**src/rtl/pcileech_pwrctl_pkg.sv**
```systemverilog
// Shared types and constants for the PCIe reset/presence controller.
// State encoding is visible on the pwr_state output, so it must not change.
package pcileech_pwrctl_pkg;

    typedef enum logic [1:0] {
        BOOT = 2'd0,
        RUN  = 2'd1,
        OFF  = 2'd2,
        HOLD = 2'd3
    } pwr_state_t;

    localparam int PWR_MODE_OFF     = 0;
    localparam int PWR_MODE_ONESHOT = 1;
    localparam int PWR_MODE_CONT    = 2;

    // PERST# is forced low only while the card is powered off or re-arming.
    function automatic logic gates_perst(input pwr_state_t s);
        return (s == OFF) || (s == HOLD);
    endfunction

endpackage

```
**src/rtl/pcileech_pwrctl_debounce.sv**
```systemverilog
// Two-flop synchroniser plus debounce for the Thunderbolt power-detect switch.
// sw_db flips only after the synced level disagrees with it for TICKS consecutive cycles.
module pcileech_pwrctl_debounce #(
    parameter int TICKS = 125_000
) (
    input  logic clk,
    input  logic rst,
    input  logic sw_async,
    output logic sw_db
);

    localparam int CW = (TICKS > 1) ? $clog2(TICKS) : 1;
    localparam logic [CW-1:0] LAST = CW'(TICKS - 1);

    logic          sync1_reg;
    logic          sync2_reg;
    logic          db_reg;
    logic [CW-1:0] cnt_reg;

    always_ff @(posedge clk) begin
        if (rst) begin
            sync1_reg <= 1'b0;
            sync2_reg <= 1'b0;
        end else begin
            sync1_reg <= sw_async;
            sync2_reg <= sync1_reg;
        end
    end

    // Any agreement between synced level and output restarts the count.
    always_ff @(posedge clk) begin
        if (rst) begin
            db_reg  <= 1'b0;
            cnt_reg <= '0;
        end else if (sync2_reg == db_reg) begin
            cnt_reg <= '0;
        end else if (cnt_reg == LAST) begin
            db_reg  <= ~db_reg;
            cnt_reg <= '0;
        end else begin
            cnt_reg <= cnt_reg + 1'b1;
        end
    end

    assign sw_db = db_reg;

endmodule

```
**src/rtl/pcileech_pcie_pwrctl.sv**
```systemverilog
// PCIe reset/presence controller: aggregates board pins and gates PERST# from the power switch.
// Optional PCILEECH_PWRCTL_FORCE_EN adds a force_rearm input for software-triggered PERST# pulses.
module pcileech_pcie_pwrctl
    import pcileech_pwrctl_pkg::*;
#(
    parameter int              NUM_CH         = 2,
    parameter int              POWER_SW_MODE  = 0,
    parameter longint unsigned POWER_SW_TIME  = 60 * 64'd125_000_000,
    parameter int              DEBOUNCE_TICKS = 125_000,
    parameter longint unsigned REARM_TICKS    = 64'd12_500_000,
    parameter int              CNT_W          = 33
) (
    input  logic              clk,
    input  logic              rst,
    input  logic              power_sw,
    input  logic [NUM_CH-1:0] pcie_present_in,
    input  logic [NUM_CH-1:0] pcie_perst_in_n,
    output logic              pcie_present,
    output logic              pcie_perst_n,
    output logic              sw_db,
    output logic [1:0]        pwr_state,
    output logic [15:0]       disable_count
`ifdef PCILEECH_PWRCTL_FORCE_EN
    ,
    input  logic              force_rearm
`endif
);

    localparam logic [CNT_W-1:0] BOOT_LAST  = CNT_W'(POWER_SW_TIME - 64'd1);
    localparam logic [CNT_W-1:0] REARM_LAST = CNT_W'(REARM_TICKS - 64'd1);
    localparam pwr_state_t RESET_STATE = (POWER_SW_MODE == PWR_MODE_OFF) ? RUN : BOOT;
    localparam logic CONT = (POWER_SW_MODE == PWR_MODE_CONT);

    pwr_state_t       state_reg;
    pwr_state_t       state_next;
    logic             rearm_clr;
    logic             gate;
    logic             force_req;
    logic [CNT_W-1:0] boot_cnt_reg;
    logic [CNT_W-1:0] rearm_cnt_reg;
    logic [15:0]      disable_count_reg;
    logic             present_reg;
    logic             perst_n_reg;

`ifdef PCILEECH_PWRCTL_FORCE_EN
    assign force_req = force_rearm;
`else
    assign force_req = 1'b0;
`endif

    pcileech_pwrctl_debounce #(
        .TICKS (DEBOUNCE_TICKS)
    ) u_debounce (
        .clk      (clk),
        .rst      (rst),
        .sw_async (power_sw),
        .sw_db    (sw_db)
    );

    always_ff @(posedge clk) begin
        if (rst) begin
            state_reg <= RESET_STATE;
        end else begin
            state_reg <= state_next;
        end
    end

    // Modes 0/1 only reach HOLD through a forced re-arm, and leave it on the timer alone.
    always_comb begin
        state_next = state_reg;
        rearm_clr  = 1'b0;
        case (state_reg)
            BOOT: begin
                if (boot_cnt_reg == BOOT_LAST) begin
                    state_next = sw_db ? RUN : OFF;
                end
            end
            RUN: begin
                if (force_req) begin
                    state_next = HOLD;
                    rearm_clr  = 1'b1;
                end else if (CONT && !sw_db) begin
                    state_next = OFF;
                end
            end
            OFF: begin
                if (force_req || (CONT && sw_db)) begin
                    state_next = HOLD;
                    rearm_clr  = 1'b1;
                end
            end
            HOLD: begin
                if (CONT && !sw_db) begin
                    state_next = OFF;
                end else if (force_req) begin
                    rearm_clr = 1'b1;
                end else if (rearm_cnt_reg == REARM_LAST) begin
                    state_next = RUN;
                end
            end
            default: state_next = state_reg;
        endcase
    end

    always_comb begin
        gate = gates_perst(state_reg);
    end

    // Boot counter parks at the decision value so it never wraps.
    always_ff @(posedge clk) begin
        if (rst) begin
            boot_cnt_reg <= '0;
        end else if ((state_reg == BOOT) && (boot_cnt_reg != BOOT_LAST)) begin
            boot_cnt_reg <= boot_cnt_reg + 1'b1;
        end
    end

    always_ff @(posedge clk) begin
        if (rst) begin
            rearm_cnt_reg <= '0;
        end else if (rearm_clr) begin
            rearm_cnt_reg <= '0;
        end else if (state_reg == HOLD) begin
            rearm_cnt_reg <= rearm_cnt_reg + 1'b1;
        end
    end

    always_ff @(posedge clk) begin
        if (rst) begin
            disable_count_reg <= '0;
        end else if ((state_next == OFF) && ((state_reg == RUN) || (state_reg == BOOT))
                     && (disable_count_reg != 16'hFFFF)) begin
            disable_count_reg <= disable_count_reg + 16'd1;
        end
    end

    always_ff @(posedge clk) begin
        if (rst) begin
            present_reg <= 1'b0;
            perst_n_reg <= 1'b0;
        end else begin
            present_reg <= &pcie_present_in;
            perst_n_reg <= (&pcie_perst_in_n) & ~gate;
        end
    end

    assign pcie_present  = present_reg;
    assign pcie_perst_n  = perst_n_reg;
    assign pwr_state     = state_reg;
    assign disable_count = disable_count_reg;

endmodule
```
**config.mk**
```make
export PLATFORM = sky130hd
export DESIGN_NAME = pcileech_pcie_pwrctl
export DESIGN_NICKNAME = d
export VERILOG_FILES = /design/src/rtl/pcileech_pwrctl_pkg.sv /design/src/rtl/pcileech_pwrctl_debounce.sv /design/src/rtl/pcileech_pcie_pwrctl.sv
export SDC_FILE = /design/constraint.sdc
export NUM_CORES = 1
export LEC_CHECK = 0
export CORE_ASPECT_RATIO = 1.2
export CORE_MARGIN = 4
export CORE_UTILIZATION = 55
export DETAILED_ROUTE_END_ITERATION = 7
export PLACE_DENSITY = 0.7
export SKIP_CTS_REPAIR_TIMING = 1
export SYNTH_ARGS = -nofsm -noshare
export SYNTH_HDL_FRONTEND = slang
export SYNTH_SLANG_ARGS = --single-unit
export TNS_END_PERCENT = 10
```
**constraint.sdc**
```tcl
create_clock -name clk -period 5.15 [get_ports clk]
set_clock_uncertainty 0.05 [all_clocks]
set_input_delay 1.545 -clock clk [delete_from_list [all_inputs] [get_ports clk]]
set_output_delay 1.545 -clock clk [all_outputs]
set_load 0.005 [all_outputs]
```
==> impl_results.md <==
- Status: completed
- Distinct cells, synth: 49
- Layout cells sized above 1: 5.51%
- Worst Path Buf+Inv: 1
- Register area share after synthesis: between 40% and 50%
- Post-synth top cells: dfxtp_1 (106), nor2_1 (78), nand4_1 (38)
- Final HPWL DP: 6.90 mm
- Die width: between 90 and 100 µm
- Clock-pin slew on the worst setup and hold paths: about 100 ps
- Die area: 10600 µm²
- CTS Buf Count: 9
- Post-layout minimum cycle time: 3130 ps
- # rows: 37
- First-pass GRT wire length: between 15 and 20 mm
- Drc violations: 0
- Crit Reg-Reg Startpoint: pwr_state[1]
- CP Launch Point: pwr_state[1]
- Sink Count: 106
- Top cells by area, synth: dfxtp_1 (43%), xor2_1 (6.5%), nor2_1 (5.9%), nand4_1 (4.8%), xnor2_1 (3.9%)
- Logic pwr share: approximately 1.4%
- Slew @ Worst Pin: around 600 ps
- CP Launch Type: register
- Setup_tns: 0 ps
- CTS tree: yes
- N_diodes: 0
- Final Max Slew Viols: 0
- Clk_lat worst skew: 370 ps
- Crit path max fanout: 11
- Total Routing Usage GR: around a fifth
- Critical Path Max Stage Delay: 590 ps
- Vias: between 4000 and 5000
- Clock power share: a little over two fifths
- Ys async rst share: 0%
- FF-to-FF path depth: 5
- Via density per instance: slightly below 6
- DRT Pass-1 Iters: 4
- Endpoint type of the worst setup path: primary output
- RSZ-0062 raised after global routing: no
- Synth warn: 0
- I/O pin total: 28
- Hold WC Path Type: reg -> reg
- Final Cycle Share: slightly above 60%
- RePlAce Congestion: 0.824
- Final setup vio count: 0
- Avg Cell Area, Syn: roughly 8.6 µm²
- Crit-path cells: clkdlybuf4s50_1
- Routed WL: 10.0 mm
- Area of the multi-input gates: around 2700 µm²
- FF+latch area: around 2100 µm²
- Placed inst area: 5290 µm²
- Final net count: ~610
- Relative slew margins: about three fifths
- Family with the most delay on the worst path: buffers and inverters
- Initial Util: between 50% and 60%
- Synth top area share: 42.7%
- Req. time, crit path: roughly 3600 ps
- Yosys reg bits: between 100 and 150
- Switch Pwr: slightly below 0.3 mW
- # port buffers: 27
- Crit path capture: pwr_state[1]
- Max-cap violation count: 0
- DIE HEIGHT: 112 µm
- Synth Flop Type: dfxtp_1
- Area grow syn2layout: 11.4%
- Synthesized instance count: approximately 580
- Cell area after layout: ~5500 µm²
- PwrDens: around 260 nW/µm²
- Crit Path Class: reg -> out
- Max Fclk: around 320 MHz
- Seq pwr share: 56.2%
- Mapped Nets: 590
- Post-synth EDFFs: 0
- Post-place setup slack: ~2200 ps
- Maximum vdd drop: around 0.14 mV
- # fillers: ~800
- Hold WS: 402 ps
- Final ANT Viol Nets: 0
- Switching Share: between 20% and 30%
- Critical path depth: 1
- Arr. time, crit path: 1530 ps
- Worst setup margin: 2020 ps
- Leakage power: roughly 1.8 nW
- CTS root buf: clkbuf_8
- Largest net degree at the start of global routing: 61
- Reg2Reg Setup Slack: 2880 ps
- Top-count cell post-synth: dfxtp_1
- WL/cell: 14.0 µm
- P_int: around 1.2 mW
- Fin. Hold Viols: 0
- Slowest CP cell: clkdlybuf4s50_1
- H-tree Lvls: 3
- Mapped Area: a little under 5000 µm²
- GR Overflow Total: 0
- Initial antenna violation count: 0
- Initial DRC count: roughly 250
- Core footprint: 8700 µm²
- Reg2reg end: rearm_cnt_reg[32]
- CTS Buffer Depth: 2
- Number of global-route vias before repair: 3876
- Leading area contributor after synthesis: dfxtp_1
## worst min-delay path by stage
stage | cells past startpoint | slack [ps] | from | end
after floorplan | 1 | 360 | u_debounce.cnt_reg[0] | u_debounce.cnt_reg[0]
after global placement | 1 | 370 | u_debounce.cnt_reg[0] | u_debounce.cnt_reg[0]
after global routing | 1 | 440 | u_debounce.sync1_reg | u_debounce.sync2_reg
final | 1 | 400 | u_debounce.cnt_reg[0] | u_debounce.cnt_reg[0]
after CTS | 1 | 400 | u_debounce.cnt_reg[0] | u_debounce.cnt_reg[0]
after detailed placement | 1 | 390 | u_debounce.cnt_reg[0] | u_debounce.cnt_reg[0]
## logic make-up (layout without fill, tap and decap cells)
kind of cell	count (synthesis)	after routing	synth area share (%)
multiplexers	2	2	0.428
AND/OR/NAND/NOR	295	295	33.5
XOR/XNOR	59	59	10.4
buffers and inverters	36	56	3.12
flip-flops	106	106	42.7
AO/OA/AOI/OAI	77	77	8.89
adder cells (fa/ha/maj)	4	4	1.01
## layer usage
layer	track usage (%)	part of all wire (%)
met1	26.1	48
met2	31.3	47
met3	4.36	3.8
met4	6.54	1.2
met5	0	0
## through the flow
stage               power (mW)  std cells  util, %
global placement         0.861        700     60.7
floorplan                0.853        579        -
CTS                       1.48        716     63.6
global route              1.52        716     63.6
detailed placement       0.861        700     60.7
finish                    1.46        716     63.6
## power groups by stage
stage	clock network [mW]	registers (mW)	logic (mW)
6_report	0.619	0.821	0.0205
3_5_place_dp	0	0.840	0.0209
5_1_grt	0.676	0.822	0.0226
2_1_floorplan	0	0.840	0.0125
4_1_cts	0.638	0.821	0.0210
3_3_place_gp	0	0.840	0.0205
## final cells by class
| class | count | area share (%) |
|---|---|---|
| multi-input cells | 437 | 48.6 |
| flip-flops and latches | 106 | 38.3 |
| repair buffers | 30 | 5.20 |
| well taps | 117 | 2.64 |
| clock buffers | 10 | 2.49 |
| clock inverters | 6 | 2.06 |
| inverters | 10 | 0.678 |
## cells in the final DEF, fill, tap and decap left out, types with 2 or more instances in the layout
master and instances:
o21ai_0 20, or4_1 13, or2_2 3, nand3_1 32
nor2_1 78, o31ai_1 12, inv_1 10, clkinvlp_4 2
clkbuf_8 10, and3_1 19, nor3_1 10, a21oi_1 36
nor4b_1 5, bufinv_16 3, nand4_2 2, nor2b_1 3
a311oi_1 2, or3_1 21, nand4b_1 3, nand4_1 38
nor4_1 8, and4bb_1 2, o21ai_1 3, clkdlybuf4s50_1 26
xor2_1 37, and4_4 2, ha_1 4, and4_1 12
nand2_1 31, xnor2_1 22, dfxtp_1 106, and2_1 4
buf_4 3
No activity file was read; power rests on OpenSTA's default activity.
